## config.mk

```make
export PLATFORM = sky130hd
export DESIGN_NAME = mem_port_arbiter
export DESIGN_NICKNAME = d
export VERILOG_FILES = /design/src/rtl/mem_port_arbiter.sv
export SDC_FILE = /design/constraint.sdc
export NUM_CORES = 1
export LEC_CHECK = 0
export ABC_AREA = 1
export BUFFER_PORTS_ARGS = -buffer_cell sky130_fd_sc_hd__buf_2
export CORE_MARGIN = 10
export CORE_UTILIZATION = 47
export DETAILED_ROUTE_END_ITERATION = 6
export PLACE_DENSITY = 0.85
export SLEW_MARGIN = 40
export SYNTH_ARGS = -nofsm -noshare
export SYNTH_HDL_FRONTEND = slang
export SYNTH_SLANG_ARGS = --single-unit
```

## constraint.sdc

```tcl
create_clock -name Clk -period 2.41 [get_ports Clk]
set_clock_uncertainty 0.15 [all_clocks]
set_input_delay 0.1205 -clock Clk [delete_from_list [all_inputs] [get_ports Clk]]
set_output_delay 0.1205 -clock Clk [all_outputs]
set_load 0.02 [all_outputs]
```

## src/rtl/mem_port_arbiter.sv

```systemverilog
// Arbiter that shares one single-ported, fixed-latency memory between the fetch port and the data port.
// Data wins ties; a defer counter forces a fetch grant after MAX_DEFER consecutive bypasses.
module mem_port_arbiter #(
  parameter int WORD_SIZE = 16,
  parameter int LATENCY   = 2,
  parameter int MAX_DEFER = 4
) (
  input  logic                 Clk,
  input  logic                 Reset_N,
  input  logic                 i_req,
  input  logic [WORD_SIZE-1:0] i_addr,
  output logic [WORD_SIZE-1:0] i_rdata,
  output logic                 i_ready,
  input  logic                 d_read,
  input  logic                 d_write,
  input  logic [WORD_SIZE-1:0] d_addr,
  input  logic [WORD_SIZE-1:0] d_wdata,
  output logic [WORD_SIZE-1:0] d_rdata,
  output logic                 d_ready,
  output logic                 mem_req,
  output logic                 mem_we,
  output logic [WORD_SIZE-1:0] mem_addr,
  output logic [WORD_SIZE-1:0] mem_wdata,
  input  logic [WORD_SIZE-1:0] mem_rdata,
  output logic [2:0]           dbg_state,
  output logic [3:0]           dbg_defer
);

  // Handshake: a requester raises its request and holds it (with address/data) until its ready
  // pulses for one cycle; the request is dropped during that ready cycle, when it is not sampled.

  typedef enum logic [2:0] {
    IDLE   = 3'd0,
    BUSY_I = 3'd1,
    BUSY_D = 3'd2,
    DONE_I = 3'd3,
    DONE_D = 3'd4
  } state_t;

  localparam logic [3:0] LAT_M1 = 4'(LATENCY - 1);
  localparam logic [3:0] MAX_D  = 4'(MAX_DEFER);

  state_t     state, state_nxt;
  logic [3:0] cycle_cnt;
  logic [3:0] defer_cnt, defer_nxt;
  logic       d_pend, f_pend;
  logic       grant_i, grant_d;
  logic       done_i, done_d;

  // The side that just finished is ignored while it drops its request.
  assign d_pend = (d_read | d_write) && (state != DONE_D);
  assign f_pend = i_req && (state != DONE_I);

  always_comb begin
    state_nxt = state;
    defer_nxt = defer_cnt;
    grant_i   = 1'b0;
    grant_d   = 1'b0;
    done_i    = 1'b0;
    done_d    = 1'b0;
    case (state)
      IDLE, DONE_I, DONE_D: begin
        if (d_pend && f_pend && (defer_cnt == MAX_D)) begin
          grant_i   = 1'b1;
          defer_nxt = 4'd0;
          state_nxt = BUSY_I;
        end else if (d_pend) begin
          grant_d   = 1'b1;
          state_nxt = BUSY_D;
          if (f_pend)
            defer_nxt = (defer_cnt == 4'hF) ? defer_cnt : defer_cnt + 4'd1;
          else
            defer_nxt = 4'd0;
        end else if (f_pend) begin
          grant_i   = 1'b1;
          defer_nxt = 4'd0;
          state_nxt = BUSY_I;
        end else begin
          state_nxt = IDLE;
        end
      end
      BUSY_I: begin
        if (cycle_cnt == 4'd0) begin
          done_i    = 1'b1;
          state_nxt = DONE_I;
        end
      end
      BUSY_D: begin
        if (cycle_cnt == 4'd0) begin
          done_d    = 1'b1;
          state_nxt = DONE_D;
        end
      end
      default: state_nxt = IDLE;
    endcase
  end

  always_ff @(posedge Clk) begin
    if (!Reset_N) begin
      state     <= IDLE;
      defer_cnt <= 4'd0;
    end else begin
      state     <= state_nxt;
      defer_cnt <= defer_nxt;
    end
  end

  // Memory-side signals are latched at the grant edge and held for the whole access.
  always_ff @(posedge Clk) begin
    if (!Reset_N) begin
      cycle_cnt <= 4'd0;
      mem_req   <= 1'b0;
      mem_we    <= 1'b0;
      mem_addr  <= '0;
      mem_wdata <= '0;
      i_rdata   <= '0;
      d_rdata   <= '0;
      i_ready   <= 1'b0;
      d_ready   <= 1'b0;
    end else begin
      i_ready <= 1'b0;
      d_ready <= 1'b0;
      if (grant_i) begin
        mem_req   <= 1'b1;
        mem_we    <= 1'b0;
        mem_addr  <= i_addr;
        mem_wdata <= '0;
        cycle_cnt <= LAT_M1;
      end else if (grant_d) begin
        mem_req   <= 1'b1;
        mem_we    <= d_write;
        mem_addr  <= d_addr;
        mem_wdata <= d_wdata;
        cycle_cnt <= LAT_M1;
      end else if (done_i) begin
        mem_req <= 1'b0;
        i_rdata <= mem_rdata;
        i_ready <= 1'b1;
      end else if (done_d) begin
        mem_req <= 1'b0;
        if (!mem_we)
          d_rdata <= mem_rdata;
        d_ready <= 1'b1;
      end else if ((state == BUSY_I) || (state == BUSY_D)) begin
        cycle_cnt <= cycle_cnt - 4'd1;
      end
    end
  end

  assign dbg_state = state;
  assign dbg_defer = defer_cnt;

endmodule

```

# After elaboration in Yosys (flattened, before gate mapping)
# Cells that the tools add are included.
# classes
add_sub_neg	2
n_eq_ne	13
n_mux	34
n_bitwise	7
n_reduce_logical	21
# ops
op	n
16-bit 2-to-1 mux	2
1-bit 2-to-1 mux	22
4-bit 2-to-1 mux	5
3-bit AND reduction	4
3-bit != test (second input constant)	3
3-bit case mux with 3 select lines	1
3-bit by 2-bit equality test with 1-bit output (second input constant)	2
3-bit 2-to-1 mux	2
1-bit NOT	6
3-bit nonzero test	2
3-bit OR reduction	2
5-bit AND reduction	1
4-bit by 1-bit adder with 4-bit output (second input constant)	1
4-bit by 3-bit equality test with 1-bit output (second input constant)	1
4-bit equality test (second input constant)	1
1-bit logical AND	4
4-bit logical NOT	1
2-bit 2-to-1 mux	2
2-bit != test (second input constant)	2
4-bit != test (second input constant)	1
4-bit nonzero test	1
4-bit OR reduction	1
4-bit by 1-bit subtractor with 4-bit output (second input constant)	1
3-bit by 1-bit equality test with 1-bit output (second input constant)	1
other kinds (8)	8
# totals
ff_bits	79
in_bits	69
out_inout_bits	75
wordCells	89

# Longest topological paths before layout
# Gate-level depths: netlist of the first run.
# logic_depth
depth_word	8
mapped_depth	10
mapped_depth_nobuf	10

# Worst setup path after synthesis of the first run
# No wires, ideal clock.
# synth_timing
path_kind	register to register
start	register defer_cnt[0], in the netlist dbg_defer[0]
end	register mem_wdata[13]
setup_ns	0.070
t_arrival_ns	1.534
t_required_ns	2.190
path_slack_ns	0.656
path_stages_with_launch	10
path_buffers	1
path_cell_list	dfxtp_1 -> inv_1 -> ha_1 -> nand3_1 -> nand3_1 -> nand2_2 -> inv_2 -> nor2_4 -> buf_6 -> a21boi_1
# synth_between
elab_chain_cells	5
word_cells_on_any_way	7
classes_between	eq/ne: 1; mux: 4; reduce/logical: 2
# synth_lines
item	line	text
start, declared	45	logic [3:0] defer_cnt, defer_nxt;
start signal, assigned	104	defer_cnt <= defer_nxt;
4-bit by 3-bit equality test with 1-bit output (*)	63	if (d_pend && f_pend && (defer_cnt == MAX_D)) begin
1-bit logical AND (*)	63	
1-bit 2-to-1 mux	63	
1-bit 2-to-1 mux	61	case (state)
2-bit OR reduction (no line)	n/a	
end signal, assigned	133	mem_wdata <= d_wdata;
end, declared	23	output logic [WORD_SIZE-1:0] mem_wdata,
# Every way passes the cells marked *; elsewhere a longest branch is shown, timed or not.
# A chain may end at the register's enable or synchronous reset.

# Worst setup path after layout of the first run
# layout_timing
start	register state[0], in the netlist dbg_state[0]
end	register mem_addr[6]
# layout_between
elab_chain_cells	7
word_cells_on_any_way	19
classes_between	eq/ne: 4; mux: 8; reduce/logical: 7
# layout_lines
item	line	text
start, declared	43	state_t state, state_nxt;
start signal, assigned	103	state <= state_nxt;
3-bit by 2-bit != test with 1-bit output / 3-bit != test (equally long branches)	52, 51	
1-bit logical AND, on equally long branches	52, 51	
1-bit 2-to-1 mux / 1-bit logical AND (equally long branches)	74, 63	
1-bit 2-to-1 mux / 1-bit logical AND (equally long branches)	67, 63	
1-bit 2-to-1 mux	63	
1-bit 2-to-1 mux	61	
16-bit 2-to-1 mux / 2-bit nonzero test (equally long branches)	n/a	
end signal, assigned	126	mem_addr <= i_addr;
end signal, assigned	132	mem_addr <= d_addr;
end, declared	22	output logic [WORD_SIZE-1:0] mem_addr,
# Parallel ways exist; a longest one is shown, timed or not.

==> results of run 1 <==
==> routing by layer <==
layer	global-route usage (%)	wire (um)	vias to the layer above
li1	-	-	1812
met1	22.5	4660	1700
met2	36.4	5940	167
met3	7.50	941	28
met4	9.84	305	0
met5	0	0	-
==> how the worst min path moves through the flow <==
stage	endpoint	cells past startpoint	from	slack, ns
final	mem_req$_SDFFE_PN0P_	3	Reset_N	0.07
after global routing	dbg_defer[2]$_SDFFE_PN0P_	3	Reset_N	0.11
after CTS	mem_req$_SDFFE_PN0P_	3	Reset_N	0.09
after detailed placement	mem_addr[11]$_SDFFE_PN0P_	3	d_addr[11]	0.20
after global placement	mem_addr[2]$_SDFFE_PN0P_	3	d_addr[2]	0.19
after floorplan	mem_addr[10]$_SDFFE_PN0P_	2	d_addr[10]	0.11
==> area by class of cell <==
cell class	count	area (um^2)	share of cell area, %
flip-flops and latches	79	1580	32.1
well taps	96	120	2.44
clock inverters	3	20.0	0.407
repair buffers	214	1410	28.7
clock buffers	11	151	3.07
multi-input cells	303	1510	30.7
inverters	33	124	2.52
diodes	1	2.50	0.0508
==> repair_timing <==
item                                   in CTS  in global routing
setup endpoints to repair                   0                  9
endpoints found under the hold margin      65                  0
buffers inserted                            0                  2
resized for setup                           0                  4
hold buffers                               65                  0
==> synth_stat cells, types with 3 or more instances <==
library cell and instances:
nor2_1 122, inv_1 29, nor2_4 3, nand2_2 3, nor3_2 7, o21ai_0 43
a21oi_1 14, buf_6 5, nand3_1 23, a21boi_1 8, nand2_1 47, o21ai_1 7
inv_2 3, ha_1 4, clkbuf_1 6, dfxtp_1 79, buf_2 4, o211ai_1 8
==> worst max-delay path: cells and delay by family, from the launching register on <==
family                 cells  cell delay, ns
flip-flops                 1            0.37
AND/OR/NAND/NOR            7            0.97
AO/OA/AOI/OAI              1            0.10
buffers and inverters      1            0.56
==> state kept, by name (all words and copies together) (netlist names) <==
signal	cells
d_rdata	16
d_ready	1
mem_wdata	16
dbg_state	3
mem_addr	16
i_ready	1
mem_req	1
cycle_cnt	4
mem_we	1
i_rdata	16
dbg_defer	4
==> per-stage QoR <==
stage / std cells / TNS [ns] / util [%] / hold slack, ns / total power [mW]
floorplan: 433 / 0 / - / 0.105 / 2.94
global placement: 658 / 0 / 59.4 / 0.189 / 3.38
detailed placement: 658 / 0 / 59.4 / 0.200 / 3.43
global route: 740 / -0.0660 / 72.1 / 0.109 / 4.80
finish: 740 / 0 / 72.1 / 0.0678 / 4.52
CTS: 737 / 0 / 71.4 / 0.0853 / 4.44
==> kinds of logic after synthesis <==
group | Yosys count | share of synthesized area, %
compound gates | 83 | 14.2
xor+xnor | 1 | 0.265
fa+ha+maj | 4 | 1.51
buf+inv | 51 | 7.29
flops | 79 | 47.8
simple gates | 215 | 28.9
==> cell usage in the layout (no fill, tap or decap) <==
cell type / instances
a21boi_1: 8
a21boi_2: 2
a21oi_1: 14
a21oi_4: 1
buf_2: 143
buf_4: 6
clkbuf_8: 11
clkinv_1: 1
clkinv_2: 1
clkinvlp_4: 2
dfxtp_1: 79
diode_2: 1
dlygate4sd3_1: 65
ha_1: 4
inv_1: 29
inv_2: 3
nand2_1: 47
nand2_2: 2
nand2_4: 1
nand2_8: 1
nand3_1: 23
nand4_1: 1
nand4_2: 1
nor2_1: 122
nor2_2: 1
nor2_4: 4
nor2_8: 1
nor3_1: 2
nor3_2: 7
o211ai_1: 8
o21ai_0: 43
o21ai_1: 7
or2_2: 2
xor2_1: 1
==> report_power, final <==
group	switching, mW	internal [mW]	leakage, nW
Combinational	1.21	0.673	1.73
Clock	0.476	0.418	0.0833
Sequential	0.158	1.58	0.649
Total	1.85	2.67	2.46
==> metrics, run 1 <==
Post-Place Cell Area 0.00406 mm^2; unrepaired setup endpoints after global routing yes; die height 104 um; post-synthesis sequential area ratio 47.8%; DP HPWL 7390 um; worst min path class input port to register; final count of pins violating max slew 0; vias in the first global route 3856; Tmin final 2.28 ns; Critical Path RT 2.49 ns; Root Buffer clkbuf_8; final instance area 0.00492 mm^2; initial antenna violation count 1; R2R cell count 9; filler cell count 507; synthesized area 0.00331 mm^2; Hold Violations, Final 0; pre-CTS setup slack 0.505 ns; Pleak 2.46 nW; Final period util 94.5%; fin nets 713; first-pass GRT wire length 19000 um; reg2reg setup slack 0.13 ns; total core area 0.00683 mm^2; clock insertion delay at the later pin of the skew report 0.34 ns; #FFs+latches synth 79; crit start category register; CP max FO 14; top achievable clock speed 439 MHz; Placement Rows 30; total length of routed wires 11800 um; cell taking the most area after synthesis dfxtp_1; cts bufs inserted 9; Area contributors post-synth dfxtp_1, nor2_1, o21ai_0; Distinct cells, synth 31; CTS tree built; setup slack after layout 0.134 ns; Worst path most repeated cell nand2_1; Worst EP arrival 2.36 ns; I/O Pins 144; initial drt markers 147; Critical Path Source dbg_state[0]$_SDFFE_PN0P_; Net Count, Synth 506; worst vdd ir 495 uV; Critical R2R Capture mem_addr[6]$_SDFFE_PN0P_; share of flip-flops with an asynchronous set or reset 0%; Vias per Instance 5.01; die area 0.0108 mm^2; area delta synth->final 48.8%; yosys warns 0; CTS HTree Levels 3; Mapped Cells 433; Worst path max stage delay 0.56 ns; Starting Density 48.5%; share of layout cells above drive strength 1 29.4%; detailed-route via count 3707; Worst Max-Slew Pin Slew 0.504 ns; slowest stage cell, crit path dlygate4sd3_1; DRC violations left 0; clk sinks 79; GP Congestion 0.920; Max-slew headroom 66.4%; worst reg2reg path startpoint dbg_state[0]$_SDFFE_PN0P_; Setup Crit Path Kind register to register; Overall Global Routing Usage 21.1%; CP Capture Type register; status complete, no violations; largest net degree at the start of global routing 52; maximum clock path buffer count 2; crit path cell chain nor2_2 > nand2_1 > nand2_2 > nand2_1 > nand2_4 > nand2_1 > o211ai_1 > nor2_1 > dlygate4sd3_1; GRT overflow 0; Yosys top cell area share 47.8%; Avg Inst Size Synth 7.65 um^2; number of synthesized flops with an enable pin 0; commonest register cell after synthesis dfxtp_1; clock transition at the registers of the reported paths 0.08 ns; wire per inst 16.0 um; I/O Buffers 143; CP endpoint mem_addr[6]$_SDFFE_PN0P_; drt pass-1 iters 4; P per Cell Area 917 mW/mm^2; max-cap violation count 0; Final setup viols 0; Die Wd 104 um; Final ANT Viol Nets 0
No activity file was read; power rests on OpenSTA's default activity.
==> inputs of run 2 (changes only) <==
--- a/config.mk
+++ b/config.mk
@@ -7,7 +7,6 @@
 export LEC_CHECK = 0
 export ABC_AREA = 1
 export BUFFER_PORTS_ARGS = -buffer_cell sky130_fd_sc_hd__buf_2
-export CORE_MARGIN = 10
 export CORE_UTILIZATION = 47
 export DETAILED_ROUTE_END_ITERATION = 6
 export PLACE_DENSITY = 0.85
==> run 2 against run 1 <==
Effect of this change: combinational power is essentially flat; register-to-register slack got worse by 0.04 ns; utilization is 0.80 points higher; sequential share of layout area down 0.18 points; sequential cell count stayed put; count of clock-buffer cells in the layout down 2; global-route usage is 7.6 points higher; total power increased by 4.0%; sequential power about the same; clock power rose by 19%; worst hold slack improved by 0.014 ns; largest cell class unchanged; highest routed layer unchanged.
==> metrics, run 2 (synthesis results as in run 1) <==
status complete, no violations; multi-input logic area 0.00151 mm^2; clk sinks 79; area delta synth->final 49.6%; first-pass GRT wire length 16500 um; P per Cell Area 948 mW/mm^2; Overall Global Routing Usage 28.7%; fin nets 712; CTS HTree Levels 3; DP HPWL 6170 um; unrepaired setup endpoints after global routing no; drt pass-1 iters 6; Tmin final 2.32 ns; maximum clock path buffer count 2; cts bufs inserted 9; DRC violations left 0; I/O Pins 144; Starting Density 48.7%; die height 85.9 um; clock insertion delay at the later pin of the skew report 0.34 ns; Die Wd 85.9 um; final count of pins violating max slew 0; detailed-route via count 3763; Final period util 96.2%; CP max FO 17; setup TNS 0 ns; die area 0.00738 mm^2; Max-slew headroom 59.6%; filler cell count 489; wire per inst 14.4 um; largest net degree at the start of global routing 52; max-cap violation count 0; GP Congestion 0.870; Vias per Instance 5.09; initial antenna violation count 0; worst min path class input port to register; CP Capture Type register; Hold Violations, Final 0; commonest non-fill, non-tap cell in the layout buf_2; hold_ws 0.0820 ns; Final ANT Viol Nets 0; Worst Max-Slew Pin Slew 0.606 ns; antenna cells 0; vias in the first global route 3664; Critical Path RT 2.49 ns; Final setup viols 0; top achievable clock speed 431 MHz; worst vdd ir 492 uV; Root Buffer clkbuf_8; Pleak 2.49 nW; I/O Buffers 143; Worst EP arrival 2.40 ns; Sequential Area 0.00158 mm^2; total length of routed wires 10700 um; CTS tree built; initial drt markers 174; Setup Crit Path Kind register to register; Placement Rows 30; total core area 0.00679 mm^2; clock transition at the registers of the reported paths 0.08 ns; share of layout cells above drive strength 1 29.4%; GRT overflow 0; crit start category register; most frequent cells in the layout buf_2, nor2_1, dfxtp_1, dlygate4sd3_1, nand2_1
==> run 2: cell types whose count changed in the layout (fill, tap and decap cells not counted), sizes merged <==
cell	delta
bufinv	+2
clkbuf	-2
clkinv	+2
buf	-1
clkinvlp	-1
diode	-1
==> run 2: timing repair <==
item,in CTS,in global routing
setup endpoints to repair,0,14
hold endpoints to repair,65,0
hold buffers,65,0
setup buffers,0,1
resized for setup,0,4
==> run 2: layer usage <==
metal	routed length, um	up-vias	global-route usage (%)
li1	-	1802	-
met1	4070	1695	31.6
met2	5220	220	49.9
met3	930	46	7.89
met4	437	0	15.9
met5	0	-	0
==> run 2: through the flow <==
stage | total power [mW] | setup slack, ns | std cells | util (%) | instance area [um^2]
2_1_floorplan | 2.94 | 0.656 | 433 | - | 3310
3_3_place_gp | 3.34 | 0.622 | 658 | 59.7 | 4060
3_5_place_dp | 3.40 | 0.537 | 658 | 59.7 | 4060
4_1_cts | 4.61 | 0.0164 | 738 | 72.4 | 4920
5_1_grt | 4.97 | 0.00991 | 739 | 72.9 | 4950
6_report | 4.70 | 0.0908 | 739 | 72.9 | 4950
==> run 2: final timing paths <==
check / start / end / slack (ns) / cells after the start
worst min register to register: mem_wdata[6]$_SDFFE_PP0P_ / mem_wdata[6]$_SDFFE_PP0P_ / 0.31 / 2
worst min-delay path: Reset_N / mem_req$_SDFFE_PN0P_ / 0.08 / 3
worst max register to register: dbg_defer[0]$_SDFFE_PN0P_ / mem_addr[4]$_SDFFE_PN0P_ / 0.09 / 9
worst max-delay path: dbg_defer[0]$_SDFFE_PN0P_ / mem_addr[4]$_SDFFE_PN0P_ / 0.09 / 9
==> run 2: power by group <==
part | switching (mW) | internal, mW | total (mW)
Clock | 0.486 | 0.576 | 1.06
Combinational | 1.20 | 0.687 | 1.89
Sequential | 0.161 | 1.58 | 1.74
Total | 1.85 | 2.84 | 4.70
==> run 2: cell type report <==
cell class / count / area share, %
Tap cell: 96 / 2.43
Timing Repair Buffer: 213 / 28.4
Sequential cell: 79 / 31.9
Clock inverter: 6 / 1.74
Clock buffer: 9 / 2.50
Multi-Input combinational cell: 303 / 30.5
Inverter: 33 / 2.50
==> run 2: critical path, cell delays in order (launching register included) <==
cell and delay (ns):
dfxtp_1 0.36, inv_1 0.11, ha_1 0.19, nand3_1 0.09, nand3_1 0.15, nand2_2 0.09
buf_6 0.17, o21ai_0 0.29, nor3_2 0.06, dlygate4sd3_1 0.56
==> inputs of run 3 (changes only) <==
--- a/config.mk
+++ b/config.mk
@@ -7,9 +7,9 @@
 export LEC_CHECK = 0
 export ABC_AREA = 1
 export BUFFER_PORTS_ARGS = -buffer_cell sky130_fd_sc_hd__buf_2
-export CORE_UTILIZATION = 47
+export CORE_UTILIZATION = 49
 export DETAILED_ROUTE_END_ITERATION = 6
-export PLACE_DENSITY = 0.85
+export PLACE_DENSITY = 0.88
 export SLEW_MARGIN = 40
 export SYNTH_ARGS = -nofsm -noshare
 export SYNTH_HDL_FRONTEND = slang
==> constraint.sdc (replaced) <==
create_clock -name Clk -period 2.9 [get_ports Clk]
set_clock_uncertainty 0.15 [all_clocks]
set_input_delay 0.145 -clock Clk [delete_from_list [all_inputs] [get_ports Clk]]
set_output_delay 0.145 -clock Clk [all_outputs]
set_load 0.02 [all_outputs]
==> run 3 against run 2 <==
Effect of this change: the run now ends with design-rule violations left; final cell count shrank 3.1%; clock power decreased by 13%; sequential share of layout area increased by 0.45 points; maximum frequency decreased by 16%; worst hold slack improved by 0.029 ns; count of clock-buffer cells in the layout rose by 1; wire length is 5.3% higher; combinational power down 17%; critical path depth shrank 2; highest routed layer unchanged; global-route usage rose by 3.9 points; first-iteration DRC count grew 33%.
==> metrics, run 3 (synthesis results as in run 1) <==
status complete, but fails checks; failing checks design-rule violations; CP max FO 33; Vias per Instance 5.41; P per Cell Area 806 mW/mm^2; Root Buffer clkbuf_8; max-cap violation count 0; drt pass-1 iters 7; most frequent cells in the layout buf_2, nor2_1, dfxtp_1, dlygate4sd3_1, nand2_1; Worst path max stage delay 0.57 ns; Critical Path RT 3.03 ns; CTS tree built; first-pass GRT wire length 18200 um; detailed-route via count 3874; post-CTS setup buffers 0; total core area 0.00642 mm^2; R2R cell count 7; unrepaired setup endpoints after global routing no; largest net degree at the start of global routing 52; slowest stage cell, crit path dlygate4sd3_1; Final ANT Viol Nets 0; top achievable clock speed 363 MHz; CP Capture Type register; non-filler instance count after layout 716; Hold Path Stages 3; Overall Global Routing Usage 32.6%; Final period util 94.9%; fin nets 708; area delta synth->final 47.5%; clk sinks 79; worst vdd ir 551 uV; filler cell count 426; Tmin final 2.75 ns; worst min path class input port to register; Max-slew headroom 58.0%; vias in the first global route 4080; crit start category register; CTS HTree Levels 3; wire per inst 15.7 um; Inst Count DP 636; share of layout cells above drive strength 1 29.0%; Worst EP arrival 2.89 ns; Final setup viols 0; Placement Rows 29; Die Wd 84.2 um; Pleak 2.46 nW; DP HPWL 6010 um; clock insertion delay at the later pin of the skew report 0.34 ns; I/O Pins 144; GP Congestion 0.917; die area 0.00709 mm^2; commonest non-fill, non-tap cell in the layout buf_2; crit path cell chain inv_1 > nor2_1 > nand4_2 > nand2_4 > nor2_1 > nor3_2 > dlygate4sd3_1; GRT overflow 0; Setup Crit Path Kind register to register; initial antenna violation count 0; antenna cells 0; post-cts hold buffer count 65; Hold Violations, Final 0; Worst path most repeated cell nor2_1; setup TNS 0 ns; DRC violations left 20; Worst Max-Slew Pin Slew 0.630 ns; Post-CTS Resized 0; die height 84.2 um; cts bufs inserted 9; maximum clock path buffer count 2; Starting Density 51.5%; I/O Buffers 143; final count of pins violating max slew 0; initial drt markers 232; clock transition at the registers of the reported paths 0.09 ns; total length of routed wires 11200 um
==> run 3: changes by cell type in the layout (fill, tap and decap cells not counted), sizes merged <==
cell      delta
buf          -4
clkinv       -3
clkbuf       +1
clkinvlp     +2
==> run 3: area by class of cell <==
type	instances	area, um^2	area share, %
inverter	33	124	2.54
clock inverter	5	82.6	1.69
timing repair buffer	209	1370	28.1
sequential	79	1580	32.4
clock buffer	10	138	2.82
multi-input combinational	303	1490	30.5
tap	77	96.3	1.97
==> run 3: critical path, delay by kind of cell, from the launching register on <==
kind	cells	cell delay, ns
buffers and inverters	2	0.67
flip-flops	1	0.42
AND/OR/NAND/NOR	5	1.45
==> run 3: through the flow <==
step | hold slack (ns) | power, mW | instance area, um^2 | setup slack (ns) | utilization (%)
detailed placement | 0.224 | 2.81 | 4010 | 0.708 | 62.5
floorplan | 0.130 | 2.45 | 3310 | 1.15 | -
global placement | 0.218 | 2.77 | 4010 | 0.798 | 62.5
finish | 0.111 | 3.94 | 4880 | 0.148 | 76.0
global route | 0.112 | 4.14 | 4880 | 0.00507 | 76.0
CTS | 0.0852 | 3.85 | 4880 | 0.317 | 76.0
==> run 3: worst paths after layout <==
path / start / end / slack, ns
worst min-delay path: Reset_N / dbg_state[0]$_SDFFE_PN0P_ / 0.11
worst max-delay path: dbg_defer[2]$_SDFFE_PN0P_ / mem_addr[0]$_SDFFE_PN0P_ / 0.15
worst max register to register: dbg_defer[2]$_SDFFE_PN0P_ / mem_addr[0]$_SDFFE_PN0P_ / 0.15
worst min register to register: cycle_cnt[1]$_SDFFE_PP0P_ / cycle_cnt[1]$_SDFFE_PP0P_ / 0.32
==> run 3: where the power goes <==
part	total (mW)	switching, mW	internal, mW
clock	0.918	0.414	0.504
combinational	1.57	1.02	0.551
sequential	1.45	0.138	1.31
==> run 3: per-layer routing <==
metal  vias up  GRT usage, %  share of wire (%)
met2       253          55.5                 48
li1       1789             -                  -
met5         -             0                  0
met1      1764          34.5                 36
met4         0          25.1                6.5
met3        68          8.65                9.1
